`src/rtl/full_subtractor.sv`:
```
// Registered full subtractor: {borrow,diff} = a - b - c over a ripple-borrow chain of WIDTH cells.
// One-cycle latency with a valid strobe; diff/borrow hold their values when no operation is accepted.
module full_subtractor #(
   parameter int WIDTH = 1
) (
   input  logic             clk,
   input  logic             rst_n,
   input  logic             in_valid,
   input  logic [WIDTH-1:0] a,
   input  logic [WIDTH-1:0] b,
   input  logic             c,
   output logic [WIDTH-1:0] diff,
   output logic             borrow,
   output logic             out_valid
);

   logic [WIDTH:0]   bin_w;
   logic [WIDTH-1:0] d_w;

   logic [WIDTH-1:0] diff_q, diff_d;
   logic             borrow_q, borrow_d;
   logic             valid_q, valid_d;

   assign bin_w[0] = c;

   // bin_w[i+1] is the borrow-out of cell i and the borrow-in of cell i+1
   for (genvar i = 0; i < WIDTH; i++) begin : g_cell
      assign d_w[i]       = a[i] ^ b[i] ^ bin_w[i];
      assign bin_w[i + 1] = (~a[i] & b[i]) | (~a[i] & bin_w[i]) | (b[i] & bin_w[i]);
   end

   always_comb begin
      diff_d   = diff_q;
      borrow_d = borrow_q;
      valid_d  = in_valid;
      if (in_valid) begin
         diff_d   = d_w;
         borrow_d = bin_w[WIDTH];
      end
   end

   always_ff @(posedge clk or negedge rst_n) begin
      if (!rst_n) begin
         diff_q   <= '0;
         borrow_q <= 1'b0;
         valid_q  <= 1'b0;
      end else begin
         diff_q   <= diff_d;
         borrow_q <= borrow_d;
         valid_q  <= valid_d;
      end
   end

   assign diff      = diff_q;
   assign borrow    = borrow_q;
   assign out_valid = valid_q;

endmodule

```
`config.mk`:
```
export PLATFORM = sky130hd
export DESIGN_NAME = full_subtractor
export DESIGN_NICKNAME = d
export VERILOG_FILES = /design/src/rtl/full_subtractor.sv
export SDC_FILE = /design/constraint.sdc
export NUM_CORES = 1
export LEC_CHECK = 0
export ABC_AREA = 1
export CAP_MARGIN = 30
export CORE_AREA = 2 2 39 41
export DETAILED_ROUTE_END_ITERATION = 16
export DIE_AREA = 0 0 41 43
export PLACE_DENSITY = 0.34
export SLEW_MARGIN = 20
export SYNTH_ARGS = -nofsm -noshare
export SYNTH_HDL_FRONTEND = slang
export SYNTH_SLANG_ARGS = --single-unit
```
`constraint.sdc`:
```
create_clock -name clk -period 0.8 [get_ports clk]
set_input_delay 0.16 -clock clk [delete_from_list [all_inputs] [get_ports clk]]
set_output_delay 0.16 -clock clk [all_outputs]
set_load 0.005 [all_outputs]
```
==> metrics.md, run 1 <==
| Metric | Value |
|---|---|
| Synthesized flop and latch total | `3` |
| Area of the core | `0.00138 mm^2` |
| Slowest cell on crit path | `dfrtp_1` |
| Synthesized area | `129 um^2` |
| Post-CTS Hold Buffers | `0` |
| Critical path data arrival time | `0.72 ns` |
| Avg Inst Size Synth | `9.91 um^2` |
| Critical path class | `flip-flop to output pin` |
| Delay-heaviest family, CP | `flip-flops` |
| Synth top area share | `58.3%` |
| Violated checks | `negative setup slack` |
| Syn Nets | `20` |
| Largest net degree at the start of global routing | `5` |
| Global-route wire length before repair | `531 um` |
| Vias/cell | `2.98` |
| FF-to-FF path depth | `4` |
| DRC | `0` |
| Critical Path Sink Type | `output pin` |
| Power Density | `2100 mW/mm^2` |
| Crit-path max FO | `2` |
| Leakage | `0.000141 uW` |
| Initial drt markers | `2` |
| Routed Antenna Nets | `0` |
| Fraction of layout cells with a size suffix above 1 | `46.4%` |
| Post-synth top area cell | `dfrtp_1` |
| Synth-to-Final Area Change | `99.0%` |
| Reg2reg start | `diff` |
| Final hold vios | `0` |
| Most frequent cells in the layout | `nand2_1, buf_2` |
| Post-Route WL | `286 um` |
| Reg-to-reg slack, setup | `-0.01 ns` |
| Terminus of the critical flop-to-flop path | `diff` |
| Cell variety after synth | `4` |
| Hold Path Class | `primary input to async pin` |
| Status | `finished with violations` |
| Deepest clock path buffer count | `2` |
| Warnings, synthesis | `0` |
| Placed Cells | `38` |
| Site row count | `14` |
| Number of global-route vias before repair | `129` |
| Port Buffer Count | `8` |
| CP Buf/Inv Count | `1` |
| Fin crit period | `0.879 ns` |
| Pins Over Slew Limit | `0` |
| Die X-Extent | `41 um` |
| Fmax | `1.14 GHz` |
| Io pins | `9` |
| Initial Utilization | `9.31%` |
| Clk slew on worst S/H paths | `0.04 ns` |
| CP startpoint | `borrow` |
| # diodes | `0` |
| Drt wl/cell | `6.50 um` |
| Fill count | `163` |
| Worst Skew | `0 ns` |
| # Max-Cap Violations | `0` |
| Final setup vio count | `4` |
| RSZ-0062 raised after global routing | `true` |
| Worst Setup Start Kind | `flip-flop` |
| GRT Overall Usage | `5.54%` |
| CP Cell Sequence | `buf_2` |
| CTS tree | `built` |
| Area contributors post-synth | `dfrtp_1, nand2_1, fa_1` |
| CP peak stage delay | `0.36 ns` |
| Num CTS Buffers | `3` |
| Setup ws final | `-0.0788 ns` |
| Routability cong. | `0.611` |
| Gr ovfl total | `0` |
| Largest vdd supply drop | `0.352 mV` |
| DR pass1 iterations | `4` |
| Via Count | `131` |
| Worst-Margin Slew | `0.136 ns` |
| Fin crit share | `110%` |
| WP depth | `1` |
| Clock tree sinks | `3` |
| Register area share after synthesis | `58.3%` |
| CTS H-tree depth | `1` |
| Die Ht | `43 um` |
| Die area | `0.00176 mm^2` |
| Fin nets | `36` |
| Gate Count Post-Synth | `13` |
| Finished Layout Cells | `44` |
| Worst Setup Slack post-DPL | `-0.583 ns` |
| CP Capture Point | `borrow` |
| Worst-Skew Late Latency | `0.23 ns` |
| Initial antenna violation count | `0` |
| Slew headroom | `90.9%` |
| Root Buffer | `clkbuf_4` |
| Req. time, crit path | `0.64 ns` |
## report_power, final
part / internal [uW] / switching (uW)
clock network: 187 / 76.7
registers: 168 / 6.14
logic: 63.4 / 37.3
total: 419 / 120
## metrics by stage
stage	power, uW	hold WS, ns	cell area (um^2)	TNS, ns	util (%)
after global placement	276	0.353	236	-1.53	17.1
after CTS	541	0.106	246	-0.248	17.8
after floorplan	201	-0.136	129	-0.108	-
after global routing	600	0.101	256	-0.384	18.5
final	539	0.110	256	-0.222	18.5
after detailed placement	276	0.352	236	-1.57	17.1
## sequential cells by signal, summed over array words and instances (netlist names)
signal and count:
out_valid 1, borrow 1, diff 1
## worst min-delay path by stage
stage	startpoint	slack (ns)	endpoint
4_1_cts	rst_n	0.11	diff
3_3_place_gp	rst_n	0.35	out_valid
3_5_place_dp	rst_n	0.35	borrow
2_1_floorplan	rst_n	-0.14	borrow
6_report	rst_n	0.11	borrow
5_1_grt	rst_n	0.10	borrow
## routing by layer
metal  up-vias  GRT usage [%]  part of all wire [%]
li1         67              -                     -
met1        53           6.51                    43
met2        11           4.38                    36
met3         0           4.71                    20
met4         0           8.00                     0
met5         -              0                     0
## cell type report
cell class | count | area [um^2] | share of cell area (%)
clock buffers | 4 | 26.3 | 10.2
inverters | 3 | 11.3 | 4.39
multi-input cells | 7 | 45.0 | 17.6
flip-flops and latches | 3 | 75.1 | 29.3
well taps | 16 | 20.0 | 7.80
repair buffers | 11 | 78.8 | 30.7
## synth_stat cells
library cell  n
fa_1          1
inv_1         3
dfrtp_1       3
nand2_1       6
## cell families (layout without fill, tap and decap cells)
group	Yosys count	count (layout)	share of synthesized area [%]
AND/OR/NAND/NOR	6	6	17.5
adder cells (fa/ha/maj)	1	1	15.5
flip-flops	3	3	58.3
buffers and inverters	3	18	8.74
## what timing repair did
action                     CTS  global route
setup buffers                1             1
setup endpoints to repair    5             4
pin swaps                    2             0
resized for setup           24             1
Power figures use the tool's default switching activity.
==> run 2, diff against run 1 <==
- CTS_BUF_LIST: default -> sky130_fd_sc_hd__clkbuf_4 sky130_fd_sc_hd__clkbuf_8
==> run 2 against run 1 <==
Effect of this change:
- routed wire length grew 1.7%
- sequential power about the same
- clock power grew 14%
- the run still ends with negative setup slack left
- maximum frequency about the same
- critical path depth unchanged
- clock skew unchanged
- combinational power about the same
- total power is 6.7% higher
- first-iteration DRC count is 50% higher
- count of clock-buffer cells in the layout did not move
- via count rose by 0.76%
==> metrics.md, run 2 (synthesis results as in run 1) <==
| Metric | Value |
|---|---|
| CP peak stage delay | `0.36 ns` |
| # diodes | `0` |
| Port Buffer Count | `8` |
| Slew headroom | `90.9%` |
| RSZ-0062 raised after global routing | `true` |
| Area of the core | `0.00138 mm^2` |
| FF-to-FF path depth | `4` |
| Clock tree sinks | `3` |
| Initial drt markers | `3` |
| Placed Cells | `38` |
| CP Buf/Inv Count | `1` |
| Drt wl/cell | `6.61 um` |
| CP Capture Point | `borrow` |
| Finished Layout Cells | `44` |
| Post-CTS Hold Buffers | `0` |
| WP depth | `1` |
| TNS Setup | `-0.223 ns` |
| Deepest clock path buffer count | `2` |
| GRT Overall Usage | `5.54%` |
| Fin nets | `36` |
| Initial Utilization | `9.31%` |
| Critical path class | `flip-flop to output pin` |
| Fin crit share | `110%` |
| Site row count | `14` |
| Post-Route WL | `291 um` |
| Hold Path Class | `primary input to async pin` |
| Initial antenna violation count | `0` |
| Routability cong. | `0.611` |
| Fin area | `260 um^2` |
| CP Cell Sequence | `buf_2` |
| Clk slew on worst S/H paths | `0.04 ns` |
| Crit-path max FO | `2` |
| Status | `finished with violations` |
| Reg2reg start | `diff` |
| Power Density | `2210 mW/mm^2` |
| Worst-Margin Slew | `0.136 ns` |
| Req. time, crit path | `0.64 ns` |
| Critical path data arrival time | `0.72 ns` |
| Num CTS Buffers | `3` |
| Die X-Extent | `41 um` |
| Pins Over Slew Limit | `0` |
| Most frequent cells in the layout | `nand2_1, buf_2, clkbuf_4` |
| Worst Setup Start Kind | `flip-flop` |
| Die area | `0.00176 mm^2` |
| Leakage | `0.000145 uW` |
| Via Count | `132` |
| Fin crit period | `0.879 ns` |
| Global-route wire length before repair | `531 um` |
| Die Ht | `43 um` |
| Violated checks | `negative setup slack` |
| Critical Path Sink Type | `output pin` |
| CP startpoint | `borrow` |
| Gr ovfl total | `0` |
| DRC | `0` |
| Final setup vio count | `4` |
| Terminus of the critical flop-to-flop path | `diff` |
| Worst Skew | `0 ns` |
| DR pass1 iterations | `4` |
| Synth-to-Final Area Change | `102%` |
| Fill count | `164` |
| Number of global-route vias before repair | `129` |
| Largest vdd supply drop | `0.351 mV` |
| Routed Antenna Nets | `0` |
| Largest net degree at the start of global routing | `5` |
| CTS tree | `built` |
| Tot Pwr | `575 uW` |
| Setup ws final | `-0.0792 ns` |
| Reg-to-reg slack, setup | `-0.01 ns` |
| Fraction of layout cells with a size suffix above 1 | `50.0%` |
| Fmax | `1.14 GHz` |
| Final hold vios | `0` |
| Multi-input logic area | `45.0 um^2` |
| Placed cell areas | `236 um^2` |
| Root Buffer | `clkbuf_4` |
| Vias/cell | `3.00` |
| Io pins | `9` |
| Slowest cell on crit path | `dfrtp_1` |
| Post-layout util | `18.8%` |
| Delay-heaviest family, CP | `flip-flops` |
| CTS H-tree depth | `1` |
| Worst-Skew Late Latency | `0.23 ns` |
| # Max-Cap Violations | `0` |
| Register area | `75.1 um^2` |
## run 2: cell types whose count changed in the layout (fill, tap and decap cells not counted)
cell and change:
clkbuf_1 -1, clkbuf_4 +1
## run 2: layer usage
layer	track usage [%]	vias to the layer above	wire (um)
met5	0	-	0
met1	6.51	54	123
li1	-	67	-
met3	4.71	0	58
met2	4.38	11	108
met4	8.00	0	0
## run 2: layout make-up
class,count,area share [%]
inverters,3,4.33
flip-flops and latches,3,28.8
clock buffers,4,11.5
repair buffers,11,30.3
well taps,16,7.69
multi-input cells,7,17.3
## run 2: how the worst min path moves through the flow
| stage | start | to | slack [ns] | depth (start not counted) |
|---|---|---|---|---|
| after CTS | rst_n | diff | 0.10 | 1 |
| after global placement | rst_n | out_valid | 0.35 | 1 |
| after floorplan | rst_n | borrow | -0.14 | 0 |
| after global routing | rst_n | diff | 0.10 | 1 |
| final | rst_n | diff | 0.11 | 1 |
| after detailed placement | rst_n | borrow | 0.35 | 1 |
## run 2: repair_timing
action / CTS / global route
setup buffers: 1 / 1
endpoints found under the setup margin: 5 / 4
pin swaps: 2 / 0
resized for setup: 24 / 1
## run 2: through the flow
step | setup WS [ns] | hold WS (ns)
floorplan | -0.108 | -0.136
CTS | -0.0957 | 0.103
detailed placement | -0.583 | 0.352
global placement | -0.569 | 0.353
global route | -0.130 | 0.101
finish | -0.0792 | 0.109
## run 2: power breakdown
group | switching (uW) | internal, uW
clock network | 78.9 | 221
registers | 6.14 | 168
logic | 37.1 | 63.4
==> run 3, diff against run 2 <==
- PLACE_DENSITY: 0.34 -> 0.42
==> run 3 against run 2 <==
Effect of this change:
- the flow still finishes with violations (negative setup slack)
- clock power up 1%
- sequential share of layout area is 0.14 points lower
- flip-flop and latch count stayed put
- routed wire length is 4.8% higher
- clock skew is the same
- utilization grew 0.090 points
==> metrics.md, run 3 (synthesis results as in run 1) <==
| Metric | Value |
|---|---|
| Gr ovfl total | `0` |
| Root Buffer | `clkbuf_4` |
| Drt wl/cell | `6.78 um` |
| Port Buffer Count | `8` |
| Global-route wire length before repair | `441 um` |
| Io pins | `9` |
| Fin crit period | `0.884 ns` |
| Post-layout util | `18.9%` |
| Worst Setup Start Kind | `flip-flop` |
| Most frequent cells in the layout | `buf_2, nand2_1, clkbuf_4, buf_4` |
| Num CTS Buffers | `3` |
| Clk slew on worst S/H paths | `0.04 ns` |
| Die area | `0.00176 mm^2` |
| CTS tree | `built` |
| Delay-heaviest family, CP | `flip-flops` |
| Worst-Skew Late Latency | `0.23 ns` |
| # diodes | `0` |
| Critical Path Sink Type | `output pin` |
| Critical path data arrival time | `0.72 ns` |
| DP Wirelength | `206 um` |
| Placed cell areas | `244 um^2` |
| Deepest clock path buffer count | `2` |
| Violated checks | `negative setup slack` |
| DR pass1 iterations | `2` |
| Routed Antenna Nets | `0` |
| RSZ-0062 raised after global routing | `true` |
| Initial antenna violation count | `0` |
| Hold Path Class | `primary input to async pin` |
| Post-CTS Hold Buffers | `0` |
| Fin area | `262 um^2` |
| Clock tree sinks | `3` |
| GRT Overall Usage | `4.54%` |
| # Max-Cap Violations | `0` |
| Worst Skew | `0 ns` |
| Crit-path max FO | `2` |
| Status | `finished with violations` |
| Largest net degree at the start of global routing | `5` |
| CP Cell Sequence | `buf_2` |
| CP peak stage delay | `0.36 ns` |
| Die X-Extent | `41 um` |
| Post-Route WL | `305 um` |
| Area of the core | `0.00138 mm^2` |
| Req. time, crit path | `0.64 ns` |
| CTS H-tree depth | `1` |
| Die Ht | `43 um` |
| Most common cell after layout, fill and taps aside | `buf_2` |
| Fin nets | `37` |
| Worst-Margin Slew | `0.145 ns` |
| Vias/cell | `3.09` |
| Final setup vio count | `5` |
| Initial Utilization | `9.31%` |
| Power Density | `2230 mW/mm^2` |
| Slowest cell on crit path | `dfrtp_1` |
| Largest vdd supply drop | `0.502 mV` |
| Leakage | `0.000147 uW` |
| Pins Over Slew Limit | `0` |
| Synth-to-Final Area Change | `103%` |
| Fin crit share | `110%` |
| CP Buf/Inv Count | `1` |
| Tot Pwr | `584 uW` |
| Setup ws final | `-0.0838 ns` |
| Site row count | `14` |
| Slew headroom | `90.3%` |
| Fraction of layout cells with a size suffix above 1 | `51.7%` |
| Initial drt markers | `1` |
| Final hold vios | `0` |
| Fmax | `1.13 GHz` |
| Critical path class | `flip-flop to output pin` |
| Via Count | `139` |
| Routability cong. | `0.572` |
| Number of global-route vias before repair | `126` |
| DRC | `0` |
## run 3: layer usage
metal  global-route usage, %  routed length, um  up-vias
met5                       0                  0        -
met4                    8.00                 25        0
met3                    3.66                 60        4
met2                    4.06                 83       11
met1                    4.23                135       56
li1                        -                  -       68
## run 3: worst paths after layout
kind / start / to / slack (ns) / cells after the start
max: diff / diff / -0.08 / 1
min in group clk: b / borrow / 0.30 / 4
min reg2reg: borrow / borrow / 0.64 / 4
max reg2reg: diff / diff / -0.02 / 4
max in group asynchronous: rst_n / borrow / 0.54 / 1
min: rst_n / diff / 0.11 / 1
## run 3: power by group
part	internal, uW	switching [uW]
Combinational	66.4	39.1
Clock	221	83.4
Sequential	168	6.30
Total	456	129
## run 3: stage by stage
stage	instances	TNS (ns)	worst slack, ns	hold slack, ns
2_1_floorplan	13	-0.108	-0.108	-0.136
3_3_place_gp	39	-1.53	-0.558	0.347
3_5_place_dp	39	-1.58	-0.581	0.353
4_1_cts	43	-0.275	-0.0996	0.104
5_1_grt	45	-0.375	-0.109	0.123
6_report	45	-0.261	-0.0838	0.109
## run 3: timing repair
item                       CTS  global route
resized for setup           22             1
cloned                       0             0
hold endpoints to repair     0             0
pin swaps                    2             0
setup endpoints to repair    5             4
buffers inserted             0             2
## run 3: cell type report
cell class / count / area, um^2
Inverter: 3 / 11.3
Clock buffer: 4 / 30.0
Timing Repair Buffer: 12 / 80.1
Fill cell: 150 / 1120
Multi-Input combinational cell: 7 / 45.0
Tap cell: 16 / 20.0
Sequential cell: 3 / 75.1
